### src/rtl/serial_subtractor_unit.sv
// Bit-serial subtractor: D = A - B, LSB first, one full-subtractor step per clock.
// Valid/ready operand port in front, valid/ready result port behind; no operand queueing.
module serial_subtractor_unit #(
  parameter int W = 8
) (
  input  logic         CK,
  input  logic         RST,
  input  logic         in_valid,
  output logic         in_ready,
  input  logic [W-1:0] a_in,
  input  logic [W-1:0] b_in,
  output logic         out_valid,
  input  logic         out_ready,
  output logic [W-1:0] diff,
  output logic         borrow_out,
  output logic         busy
);

  localparam int CW = (W > 1) ? $clog2(W) : 1;

  typedef enum logic [1:0] {IDLE, RUN, DONE} state_t;

  state_t        state, state_nxt;
  logic [W-1:0]  sa, sb, dr, dr_nxt;
  logic          br, bit_d, br_nxt;
  logic [CW-1:0] cnt;
  logic          last;

  // One full-subtractor cell working on the current LSBs.
  always_comb begin
    bit_d  = sa[0] ^ sb[0] ^ br;
    br_nxt = (~sa[0] & sb[0]) | (~sa[0] & br) | (sb[0] & br);
    dr_nxt = dr >> 1;
    dr_nxt[W-1] = bit_d;
    last   = (cnt == CW'(W - 1));
  end

  // NOTE: every variable assigned in always_comb gets a default first, so no path can infer a latch.
  always_comb begin
    state_nxt = state;
    unique case (state)
      IDLE:    if (in_valid) state_nxt = RUN;
      RUN:     if (last) state_nxt = DONE;
      DONE:    if (out_ready) state_nxt = IDLE;
      default: state_nxt = IDLE;
    endcase
  end

  // NOTE: sequential state uses non-blocking assignments so all registers update from pre-edge values.
  always_ff @(posedge CK or posedge RST) begin
    if (RST) begin
      state <= IDLE;
      sa    <= '0;
      sb    <= '0;
      dr    <= '0;
      br    <= 1'b0;
      cnt   <= '0;
    end else begin
      state <= state_nxt;
      unique case (state)
        IDLE: if (in_valid) begin
          sa  <= a_in;
          sb  <= b_in;
          dr  <= '0;
          br  <= 1'b0;
          cnt <= '0;
        end
        RUN: begin
          sa  <= sa >> 1;
          sb  <= sb >> 1;
          dr  <= dr_nxt;
          br  <= br_nxt;
          cnt <= cnt + 1'b1;
        end
        default: ;
      endcase
    end
  end

  // Handshake outputs decode state only; result outputs are the raw registers.
  assign in_ready   = (state == IDLE);
  assign out_valid  = (state == DONE);
  assign busy       = (state != IDLE);
  assign diff       = dr;
  assign borrow_out = br;

endmodule

### config.mk
export PLATFORM = sky130hd
export DESIGN_NAME = serial_subtractor_unit
export DESIGN_NICKNAME = d
export VERILOG_FILES = /design/src/rtl/serial_subtractor_unit.sv
export SDC_FILE = /design/constraint.sdc
export NUM_CORES = 1
export LEC_CHECK = 0
export ABC_AREA = 1
export BUFFER_PORTS_ARGS = -buffer_cell sky130_fd_sc_hd__buf_2
export CAP_MARGIN = 20
export CORE_ASPECT_RATIO = 0.5
export CORE_MARGIN = 2
export CORE_UTILIZATION = 48
export CTS_CLUSTER_DIAMETER = 60
export CTS_CLUSTER_SIZE = 40
export DETAILED_ROUTE_END_ITERATION = 6
export PLACE_DENSITY = 0.79
export SYNTH_ARGS = -nofsm -noshare
export SYNTH_HDL_FRONTEND = slang
export SYNTH_SLANG_ARGS = --single-unit
### constraint.sdc
create_clock -name CK -period 1.1 [get_ports CK]
set_input_delay 0.055 -clock CK [delete_from_list [all_inputs] [get_ports CK]]
set_output_delay 0.055 -clock CK [all_outputs]
set_load 0.1 [all_outputs]
==> out/metrics.csv <==
stage;metric;value;unit
synth;post_synth_and_or_nand_nor_area_fraction;27.7;%
layout;final_common_cell;sky130_fd_sc_hd__nand2_1;
clocking;tritoncts.num_buffers;5;
floorplan;die-height;42.9;um
timing;finalClockSkew;0.00790;ns
synth;synth-compound-area-share;4.91;%
critical_path;crit_fanout;4;
floorplan;fp-row-count;14;
floorplan;die_x;81.8;um
power;seq_power_share;25.8;%
floorplan;ports_placed_on_the_boundary;32;
global_routing;antenna_violations_before_repair;0;
drt;avgViaCountPerCell;5.12;
placement;dp_cells;267;
synth;yosys_cell_types;18;
power;clkPwrFrac;13.3;%
drt;drt_pre_antenna_iters;4;
synth;proportion_of_netlist_area_held_by_the_largest_area_contributor;51.6;%
drt;drt_wl_total;4510;um
timing;post-route-period-util;117;%
power;power.static_leakage;1.20;nW
clocking;worst_skew_pair.late_latency;0.29;ns
floorplan;initial_core_util;49.4;%
synth;fraction_of_the_yosys_area_taken_by_sequential_cells;51.6;%
clocking;clock_pin_transition_on_the_worst_setup_and_hold_timing_paths;0.06;ns
global_routing;grt_start_max_net_pins;31;
timing;hold_slack;0.0358;ns
timing;final-setup-viol-count;33;
critical_path;worst_setup_path_end_kind;primary output;
job;cap_viol_max_count;0;
power;p_comb_share;60.9;%
global_routing;first_global_vias;1525;
drt;drt.antenna.violating_nets;0;
synth;synth.area.top_cells;sky130_fd_sc_hd__dfrtp_1 52%, sky130_fd_sc_hd__nand2_1 20%, sky130_fd_sc_hd__inv_1 9.0%;
drt;avgRoutedWirePerCell;15.8;um
timing;slew_violations;0;
timing;finalCriticalPeriod;1.29;ns
synth;synth_fp_nets;211;
clocking;cts_root_buffer;sky130_fd_sc_hd__clkbuf_8;
synth;number_of_register_bits_inferred_by_synthesis;30;
drt;drt_iter0_markers;136;
synth;post_synthesis_average_cell_area;7.73;sq um
run_status;failed_checks;negative setup slack;
layout;commonest_non_fill_non_tap_cells_in_the_layout;76 x sky130_fd_sc_hd__nand2_1, 34 x sky130_fd_sc_hd__inv_1, 20 x sky130_fd_sc_hd__dfrtp_1;
drt;vias;1460;
timing;rsz0062_at_grt;yes;
placement;place.port_buffers;31;
synth;main_combinational_cell_family_by_area_after_synthesis;simple AND/OR/NAND/NOR gates;
timing;hold_viol;0;
floorplan;die-area;3510;sq um
timing;setup_ws;-0.189;ns
power;p_sw;3.74;mW
critical_path;setup.worst_path.class;reg -> out;
critical_path;critPathArrivalTime;1.23;ns
synth;area_share_of_xor_xnor_cells_in_the_synthesized_design;0;%
layout;final_layout_size_suffix_gt1_share;34.7;%
layout;fin_nets;267;
synth;synth.largest_area_cell;sky130_fd_sc_hd__dfrtp_1;
synth;syn-instance-count;188;
run_status;status;complete, but fails checks;
power;cellPowerDensity;3550;nW/um^2
global_routing;globalRouteOverflowTotal;0;
timing;worst_slew_margin_rel;74.9;%
timing;maxClockFrequency;776;MHz
synth;ys.warnings.count;0;
clocking;clock_tree_from_tritoncts;built;
power;internal_power;4.15;mW
timing;fin_setup_tns;-3.22;ns
clocking;htree_levels;2;
layout;final_cell_count_no_fill;285;
clocking;ctsLongestPathBuffers;2;
layout;diodes;0;
floorplan;coreArea;2940;sq um
synth;synth_mux_area_share;0;%
power;sw_frac_of_total;47.4;%
critical_path;worst-endpoint-required;1.04;ns
placement;dp_hpwl;2270;um
timing;worst-slew-pin-transition;0.376;ns
power;worst_ir_drop_on_vdd;1.89;mV
power;power.total;7.90;mW
clocking;cts_sinks;30;
hold_path;min-delay-path-class;in -> reg;
critical_path;worstSetupStartpointType;flop;
placement;place_congestion;0.761;
synth;mappedNetlistArea;1450;sq um
global_routing;wire_length_of_the_first_global_routing_pass;7270;um
global_routing;track_usage;29.6;%
synth;synth-adder-area-share;3.10;%
layout;area_growth;53.0;%
drt;drc;0;
[registers in the layout (all words and copies together), names as in the netlist]
signal / flops
cnt: 3
borrow_out: 1
diff: 8
sb: 8
state: 2
sa: 8
[through the flow]
stage	instance area (sq um)	util [%]	setup WS, ns
floorplan	1490	-	-0.632
global placement	1960	66.6	-0.0583
detailed placement	1960	66.6	-0.0876
CTS	2210	75.2	-0.185
global route	2220	75.6	-0.226
finish	2220	75.6	-0.189
[cells by family after synthesis]
logic type,after synthesis
flops,30
compound gates,13
simple gates,99
buf+inv,43
fa+ha+maj,3
[repair_timing]
item | CTS | global route
setup buffers | 4 | 2
gates resized for setup | 23 | 2
endpoints found under the setup margin | 22 | 34
pin swaps | 6 | 1
endpoints found under the hold margin | 31 | 0
gates cloned | 3 | 0
hold buffers | 2 | 0
[path summary, 6_finish.rpt]
| kind | cells after the start | slack (ns) | endpoint | from |
|---|---|---|---|---|
| max in group asynchronous | 4 | 0.35 | borrow_out$_DFFE_PP0P_ | RST |
| hold / removal | 3 | 0.04 | sb[7]$_DFFE_PP0P_ | b_in[7] |
| min in group asynchronous | 4 | 0.44 | sa[0]$_DFFE_PP0P_ | RST |
| setup / recovery | 4 | -0.19 | out_valid | state[1]$_DFFE_PP0P_ |
| setup reg to reg | 5 | -0.15 | diff[7]$_DFFE_PP0P_ | state[0]$_DFFE_PP0P_ |
| hold reg to reg | 2 | 0.48 | cnt[2]$_DFFE_PP0P_ | cnt[2]$_DFFE_PP0P_ |
[power by group through the flow]
stage | clock network [mW] | logic (mW) | registers (mW)
4_1_cts | 1.05 | 4.63 | 2.01
5_1_grt | 1.11 | 5.10 | 2.07
3_5_place_dp | 0 | 4.17 | 2.03
6_report | 1.05 | 4.81 | 2.04
3_3_place_gp | 0 | 4.03 | 2.00
2_1_floorplan | 0 | 1.68 | 2.94
[per-layer routing]
layer | vias to the layer above | global-route usage, % | routed length (um)
li1 | 671 | - | -
met1 | 685 | 34.8 | 1740
met2 | 86 | 47.6 | 2260
met3 | 18 | 10.6 | 397
met4 | 0 | 16.0 | 116
met5 | - | 0 | 0
[final cells by class]
| cell class | count | area, sq um |
|---|---|---|
| Fill cell | 175 | 718 |
| Tap cell | 40 | 50.0 |
| Timing Repair Buffer | 56 | 587 |
| Multi-Input combinational cell | 115 | 577 |
| Inverter | 36 | 135 |
| Sequential cell | 30 | 766 |
| Clock buffer | 8 | 110 |
[critical path: stages (launching register included)]
cell and delay (ns):
sky130_fd_sc_hd__dfrtp_1 0.37, sky130_fd_sc_hd__inv_2 0.11, sky130_fd_sc_hd__buf_4 0.17, sky130_fd_sc_hd__nor2_4 0.13
sky130_fd_sc_hd__buf_12 0.18
[Yosys cell counts, drive strengths merged]
| cell | number |
|---|---|
| a21oi | 2 |
| buf | 7 |
| dfrtp | 30 |
| fa | 1 |
| ha | 2 |
| inv | 36 |
| nand2 | 78 |
| nand3 | 17 |
| nor2 | 4 |
| o21ai | 10 |
| o31ai | 1 |
Power figures use the tool's default switching activity.
